**config.mk**
```make
export PLATFORM = sky130hd
export DESIGN_NAME = id_ex_stage_reg
export DESIGN_NICKNAME = d
export VERILOG_FILES = /design/src/rtl/id_ex_stage_reg.sv
export SDC_FILE = /design/constraint.sdc
export NUM_CORES = 1
export LEC_CHECK = 0
export CAP_MARGIN = 20
export CORE_MARGIN = 5
export CORE_UTILIZATION = 42
export CTS_CLUSTER_SIZE = 40
export DETAILED_ROUTE_END_ITERATION = 8
export PLACE_DENSITY = 0.83
export SKIP_LAST_GASP = 1
export SYNTH_ARGS = -nofsm -noshare
export SYNTH_HDL_FRONTEND = slang
export SYNTH_SLANG_ARGS = --single-unit
```
**constraint.sdc**
```tcl
create_clock -name clk -period 1.9 [get_ports clk]
set_clock_uncertainty 0.1 [all_clocks]
set_input_delay 0.285 -clock clk [delete_from_list [all_inputs] [get_ports clk]]
set_output_delay 0.285 -clock clk [all_outputs]
set_load 0.01 [all_outputs]
```
**src/rtl/id_ex_stage_reg.sv**
```systemverilog
// id_ex_stage_reg -- ID/EX pipeline register with load-use hazard detection.
//
// Latches the main decoder's control word together with the decoded operands,
// register indices, funct and PC+4, and presents them to EX one cycle later.
// A load in EX whose destination (rt) is read by the instruction in ID raises
// hazard_stall, which holds IF/ID and the PC and turns the next EX slot into a
// bubble. A downstream stall holds the whole register. A flush from a branch
// or jump also produces a bubble. stall takes priority over flush and hazard.
//
// Ports:
//   clk, reset            rising-edge clock, synchronous active-high reset
//   stall                 hold every field, including valid
//   flush                 next EX content is a bubble
//   id_*                  decoder controls and ID data fields
//   ex_*                  registered copies presented to EX
//   hazard_stall          combinational load-use hold request for IF/ID and PC
//   bubble_count          saturating count of inserted bubbles
//                         (present only when ID_EX_PERF_CNT_EN is defined)
//
// Build option: define ID_EX_PERF_CNT_EN to add the bubble_count output.

module id_ex_stage_reg #(
  parameter int DATA_W     = 32,
  parameter int REG_ADDR_W = 5,
  parameter int ALUOP_W    = 3,
  parameter int CNT_W      = 16
) (
  input  logic                  clk,
  input  logic                  reset,
  input  logic                  stall,
  input  logic                  flush,
  input  logic                  id_valid,
  input  logic                  id_reg_dst,
  input  logic                  id_alu_src,
  input  logic                  id_mem_to_reg,
  input  logic                  id_reg_write,
  input  logic                  id_mem_read,
  input  logic                  id_mem_write,
  input  logic                  id_branch,
  input  logic                  id_jump,
  input  logic [ALUOP_W-1:0]    id_alu_op,
  input  logic [DATA_W-1:0]     id_pc_plus4,
  input  logic [DATA_W-1:0]     id_rs_data,
  input  logic [DATA_W-1:0]     id_rt_data,
  input  logic [DATA_W-1:0]     id_imm_ext,
  input  logic [REG_ADDR_W-1:0] id_rs,
  input  logic [REG_ADDR_W-1:0] id_rt,
  input  logic [REG_ADDR_W-1:0] id_rd,
  input  logic [5:0]            id_funct,
  output logic                  ex_valid,
  output logic                  ex_reg_dst,
  output logic                  ex_alu_src,
  output logic                  ex_mem_to_reg,
  output logic                  ex_reg_write,
  output logic                  ex_mem_read,
  output logic                  ex_mem_write,
  output logic                  ex_branch,
  output logic                  ex_jump,
  output logic [ALUOP_W-1:0]    ex_alu_op,
  output logic [DATA_W-1:0]     ex_pc_plus4,
  output logic [DATA_W-1:0]     ex_rs_data,
  output logic [DATA_W-1:0]     ex_rt_data,
  output logic [DATA_W-1:0]     ex_imm_ext,
  output logic [REG_ADDR_W-1:0] ex_rs,
  output logic [REG_ADDR_W-1:0] ex_rt,
  output logic [REG_ADDR_W-1:0] ex_rd,
  output logic [5:0]            ex_funct,
  output logic                  hazard_stall
`ifdef ID_EX_PERF_CNT_EN
  ,
  output logic [CNT_W-1:0]      bubble_count
`endif
);

  logic id_uses_rt;
  logic bubble;

  // rt is a source for R-type (reg_dst), stores (store data) and branches.
  always_comb begin
    id_uses_rt   = id_reg_dst | id_mem_write | id_branch;
    hazard_stall = id_valid & ex_valid & ex_mem_read & (ex_rt != '0) &
                   ((ex_rt == id_rs) | (id_uses_rt & (ex_rt == id_rt)));
    bubble       = flush | hazard_stall;
  end

  always_ff @(posedge clk) begin
    if (reset) begin
      ex_valid      <= 1'b0;
      ex_reg_dst    <= 1'b0;
      ex_alu_src    <= 1'b0;
      ex_mem_to_reg <= 1'b0;
      ex_reg_write  <= 1'b0;
      ex_mem_read   <= 1'b0;
      ex_mem_write  <= 1'b0;
      ex_branch     <= 1'b0;
      ex_jump       <= 1'b0;
      ex_alu_op     <= '0;
      ex_pc_plus4   <= '0;
      ex_rs_data    <= '0;
      ex_rt_data    <= '0;
      ex_imm_ext    <= '0;
      ex_rs         <= '0;
      ex_rt         <= '0;
      ex_rd         <= '0;
      ex_funct      <= '0;
    end else if (!stall) begin
      if (bubble) begin
        // Bubble: kill valid and every control; data fields keep old values.
        ex_valid      <= 1'b0;
        ex_reg_dst    <= 1'b0;
        ex_alu_src    <= 1'b0;
        ex_mem_to_reg <= 1'b0;
        ex_reg_write  <= 1'b0;
        ex_mem_read   <= 1'b0;
        ex_mem_write  <= 1'b0;
        ex_branch     <= 1'b0;
        ex_jump       <= 1'b0;
        ex_alu_op     <= '0;
      end else begin
        ex_valid      <= id_valid;
        ex_reg_dst    <= id_reg_dst;
        ex_alu_src    <= id_alu_src;
        ex_mem_to_reg <= id_mem_to_reg;
        ex_reg_write  <= id_reg_write;
        ex_mem_read   <= id_mem_read;
        ex_mem_write  <= id_mem_write;
        ex_branch     <= id_branch;
        ex_jump       <= id_jump;
        ex_alu_op     <= id_alu_op;
        ex_pc_plus4   <= id_pc_plus4;
        ex_rs_data    <= id_rs_data;
        ex_rt_data    <= id_rt_data;
        ex_imm_ext    <= id_imm_ext;
        ex_rs         <= id_rs;
        ex_rt         <= id_rt;
        ex_rd         <= id_rd;
        ex_funct      <= id_funct;
      end
    end
  end

`ifdef ID_EX_PERF_CNT_EN
  always_ff @(posedge clk) begin
    if (reset) begin
      bubble_count <= '0;
    end else if (!stall && bubble && (bubble_count != '1)) begin
      bubble_count <= bubble_count + 1'b1;
    end
  end
`endif

endmodule

```
==> results.md <==
- Fillers: 1533
- Net Sw Frac: 29.9%
- Starting Density: 42.8%
- Final worst setup slack: -0.460 ns
- Clock Tree Root: clkbuf_16
- Register area: 3230 sq um
- WL final: 41400 microns
- Initial antenna violation count: 2
- Num CTS Buffers: 17
- Fin area: 16300 sq um
- Register share of total power: 39.6%
- Clk_lat worst skew: 0.43 ns
- Antenna Cells: 0
- Clock share of power: 33.4%
- Combinational power share: 26.9%
- Largest net degree at the start of global routing: 137
- Avg Inst Size Synth: 9.04 sq um
- Clock Tree Buf Depth: 2
- Worst r2r src: ex_rt[2]
- First drt pass iteration count: 6
- Hold wc startpoint: reset
- Dominant synthesized flop cell: dfxtp_1
- Final HPWL DP: 20200 microns
- Crit Path Class: reg2reg
- Worst EP arrival: 2.58 ns
- Ys async rst share: 0%
- Final Hold Viols: 0
- Peak VDD IR: 521 uV
- CTS H-tree lvls: 4
- Reg clk slew, reported paths: 0.08 ns
- Worst slack at placement: -0.887 ns
- Initial drt markers: 1013
- Max frequency: 0.424 GHz
- Synth cell types: 24
- CTS sink cnt: 161
- YS warnings: 0
- Post-synth top area share: 33.2%
- Post-route antenna net violation count: 0
- Internal power: 0.00690 W
- # rows: 55
- Max Transition Viols Final: 0
- Area Overhead vs Synth: 67.3%
- CP max FO: 6
- Hold/Removal Path Class: in2reg
- Worst setup startpoint: ex_rt[2]
- Top-count cell post-synth: nor3b_1
- Area occupied by multi-input gates: 6400 sq um
- Sequential share of the synthesized area: 33.2%
- CTS tree: yes
- First-pass GRT wire length: 59800 microns
- WL/cell: 24.2 microns
- Fin crit share: 124%
- Failing checks: setup timing
- IO Count: 327
- Vias: 10695
- Vias in the first global route: 10423
- Max cap viols: 0
- Overall Global Routing Usage: 28.4%
- Status: finished, violations left
- Hold_buf cts: 0
- P_sw: 0.00295 W
- Commonest cells in the netlist: 298 x nor3b_1, 161 x dfxtp_1, 150 x nand2_1
- Vias per cell: 6.24
- # nets final: 1581
- Die Y-Extent: 162 microns
- Share of layout cells above drive strength 1: 18.3%
- Worst Path Required: 2.12 ns
- Final setup fails: 162
- Post-Synthesis Cells: 1075
- Chip width: 162 microns
- Placement Cell Area: 13200 sq um
- Syn_nets: 1240
- Minimum clock period: 2.36 ns
- Pin slew with the least headroom to its limit: 0.794 ns
- Pwr Density: 606 nW/um^2
- Core Region: 22700 sq um
- Max_slew headroom: 47.1%
- Number of synthesized register bits: 161
- Dominant cell type by area after synthesis: dfxtp_1
- Total Neg Setup Slack: -54.08 ns
- Total power: 0.00986 W
- RSZ-0062 raised after global routing: yes
- Ranking of synthesized cells by area: dfxtp_1 33%, nor3b_1 23%, mux2i_1 15%, a32oi_1 13%, nand2_1 5.8%
- Port bufs: 326
- Final RePlAce weighted congestion: 0.777
- DIE AREA: 26300 sq um
- Synth Cell Area: 9710 sq um
- Crit. End Element: register
- Gr ovfl total: 0
- Critical path launch point type: register
- DRC viols: 0
- EDFF count, synth: 0
- P_leak: 5.83 nW
==> routing by layer <==
| layer | wire length, microns | part of all wire (%) | track usage, % |
|---|---|---|---|
| met3 | 3660 | 8.8 | 7.99 |
| met1 | 16100 | 39 | 34.3 |
| met4 | 1710 | 4.1 | 12.5 |
| met2 | 19900 | 48 | 47.3 |
| met5 | 27 | 0.065 | 0 |
==> power by group through the flow <==
stage	registers [W]	logic [W]	clock network [W]
6_report	0.00391	0.00265	0.00330
2_1_floorplan	0.00407	0.000903	0
3_5_place_dp	0.00395	0.00225	0
4_1_cts	0.00388	0.00248	0.00333
5_1_grt	0.00394	0.00277	0.00350
3_3_place_gp	0.00393	0.00224	0
==> cells by family after synthesis <==
logic type | count (synthesis) | share of synthesized area [%]
and+or+nand+nor | 454 | 29.2
AOI/OAI and AO/OA | 165 | 14.9
xor gates and xnor gates | 10 | 0.902
muxes | 149 | 15.4
buffers and inverters | 136 | 6.41
DFF | 161 | 33.2
==> per-stage QoR <==
step	util [%]	std cells	hold WS, ns
3_5_place_dp	58.2	1591	0.362
4_1_cts	70.3	1703	0.179
3_3_place_gp	58.2	1591	0.360
2_1_floorplan	-	1075	0.318
5_1_grt	71.6	1713	0.216
6_report	71.6	1713	0.229
==> layout make-up <==
cell class	instances	share of cell area [%]
clock inverter	13	0.647
sequential	161	19.9
tap	285	2.19
clock buffer	18	2.70
timing repair buffer	456	35.2
multi-input combinational	778	39.4
inverter	2	0.0616
==> worst paths after layout <==
path                     end  slack, ns  cells after the start
max           ex_imm_ext[14]      -0.46                     10
min          ex_pc_plus4[11]       0.23                      4
max reg2reg   ex_imm_ext[14]      -0.46                     10
min reg2reg       ex_alu_src       0.39                      1
==> critical path, cell delays in order (launching register included) <==
cell and delay (ns):
dfxtp_2 0.34, or4_4 0.57, o2111ai_4 0.23, buf_6 0.16
buf_12 0.12, buf_12 0.13, buf_12 0.12, buf_16 0.13
nor3b_1 0.06, mux2i_1 0.20, nand2_1 0.08
==> timing repair <==
| action | CTS | global route |
|---|---|---|
| gates cloned | 42 | 9 |
| pin swaps | 138 | 62 |
| endpoints found under the setup margin | 165 | 164 |
| gates resized for setup | 159 | 49 |
| setup buffers | 40 | 15 |
==> placed cells by master, fill, tap and decap left out, types with 2 or more instances in the layout <==
cell / instances
a22o_1: 12
a32oi_1: 148
buf_12: 35
buf_16: 38
buf_4: 29
buf_6: 15
buf_8: 5
bufbuf_16: 2
clkbuf_16: 25
clkdlybuf4s50_1: 319
clkinv_4: 2
clkinvlp_4: 6
dfxtp_1: 157
dfxtp_2: 4
dlygate4sd2_1: 3
dlymetal6s2s_1: 2
inv_6: 3
mux2i_1: 141
mux2i_2: 8
nand2_1: 150
nor3b_1: 224
nor3b_2: 68
nor3b_4: 6
xnor2_1: 6
xnor2_2: 3
Note: power is estimated with default switching activity, not from simulation.
==> variant: new RTL, same settings <==
`DATA_W`: 32 -> 64.
--- a/src/rtl/id_ex_stage_reg.sv
+++ b/src/rtl/id_ex_stage_reg.sv
@@ -20,7 +20,7 @@
 // Build option: define ID_EX_PERF_CNT_EN to add the bubble_count output.
 
 module id_ex_stage_reg #(
-  parameter int DATA_W     = 32,
+  parameter int DATA_W     = 64,
   parameter int REG_ADDR_W = 5,
   parameter int ALUOP_W    = 3,
   parameter int CNT_W      = 16
Interface: changed (8 resized); port bits go from 327 to 583. The function was not compared with the original's and may differ.
==> variant against the original RTL <==
  * The run still ends with negative setup slack left
  * Sequential cell count is 128 higher
  * Synthesized area is 79% higher
  * Critical path depth is 1 lower
  * Routed wire length is 69% higher
  * Setup slack worse by 55 ps
  * Final area is 65% higher
  * Total power is 86% higher
==> variant: results (changes against the original RTL) <==
outcome: "complete, but fails checks"  # unchanged
violations: "negative setup slack"  # unchanged
clkbuf_count: 55  # was 18
crit_start: "ex_rt[4]"  # was ex_rt[2]
antennaDiodeCount: 3  # was 0
path_max_fanout: 7  # was 6
nNonClkInverters: 1  # was 2
synth.distinct_cells: 26  # was 24
grt_usage_pct: 27.4  # was 28.4%
pwr-share-seq_pct: 38.3  # was 39.6%
cts_made_buffers: 35  # was 17
syn-num-nets: 2251  # was 1,240
crit_arrival_ps: 2730  # was 2580 ps
synth_area_leaders: "dfxtp_1, mux2i_1, a32oi_1"  # was dfxtp_1, nor3b_1, mux2i_1
use_met2_pct: 46.3  # was 47.3%
ff2ff_path_depth: 9  # was 10
avgViaCountPerCell: 6.13  # was 6.24
p_comb_share_pct: 23.1  # was 26.9%
hold_slack_ps: 142  # was 229 ps
grt_max_degree: 77  # was 137
io_buffers: 582  # was 326
p_leak_uw: 0.0128  # was 0.00583 uW
cts_setup_buffers: 4  # was 40
stdcell_count: 3080  # was 1,713
dr.pass1.iters: 5  # was 6
use_met1_pct: 32.8  # was 34.3%
tns_ps: -102940  # was -54,080 ps
ir_worst_vdd_v: 0.000572  # was 0.000521 V
layout_setup_ws_ps: -515  # was -460 ps
clockBufferDepth: 3  # was 2
drive_gt1_share_pct: 11.7  # was 18.3%
switching_share_pct: 27.9  # was 29.9%
area_delta_synth_final_pct: 55.0  # was 67.3%
buf_share_pct: 32.2  # was 35.2%
finalSetupViolations: 290  # was 162
placed_cell_area_um2: 24500  # was 13,200 um^2
relSlewSlack_pct: 51.6  # was 47.1%
n_all_buffers: 773  # was 456
seq_area_frac_synth_pct: 33.3  # was 33.2%
first_iter_violations: 1809  # was 1,013
h-tree-depth: 2  # was 4
powerComb_uw: 4240  # was 2650 uW
path_clk_slew_ps: 60  # was 80 ps
-- variant: cell count changes after synthesis, sizes merged --
cell and change:
o2111a +1, and3 +277, clkbuf +80, nor3b -21, buf +35, a32oi +128, dfxtp +128, nand2 +128
mux2i +128, clkinv -1
-- variant: worst min path at each step --
stage / from / endpoint / cells past startpoint
after floorplan: id_alu_op[0] / ex_alu_op[0] / 1
after global placement: ex_alu_op[1] / ex_alu_op[1] / 1
after detailed placement: ex_alu_op[1] / ex_alu_op[1] / 1
after CTS: reset / ex_pc_plus4[49] / 4
after global routing: reset / ex_pc_plus4[52] / 4
final: reset / ex_pc_plus4[49] / 4
-- variant: kinds of logic after synthesis --
group / share of synthesized area, %
flip-flops: 33.3
XOR/XNOR: 0.505
AO/OA/AOI/OAI: 14.9
AND/OR/NAND/NOR: 28.2
buffers and inverters: 7.04
multiplexers: 16.0
-- variant: routing by layer --
metal,part of all wire (%),wire (um)
met5,0.019,13
met4,4.6,3250
met3,9.6,6740
met2,48,33900
met1,37,26100
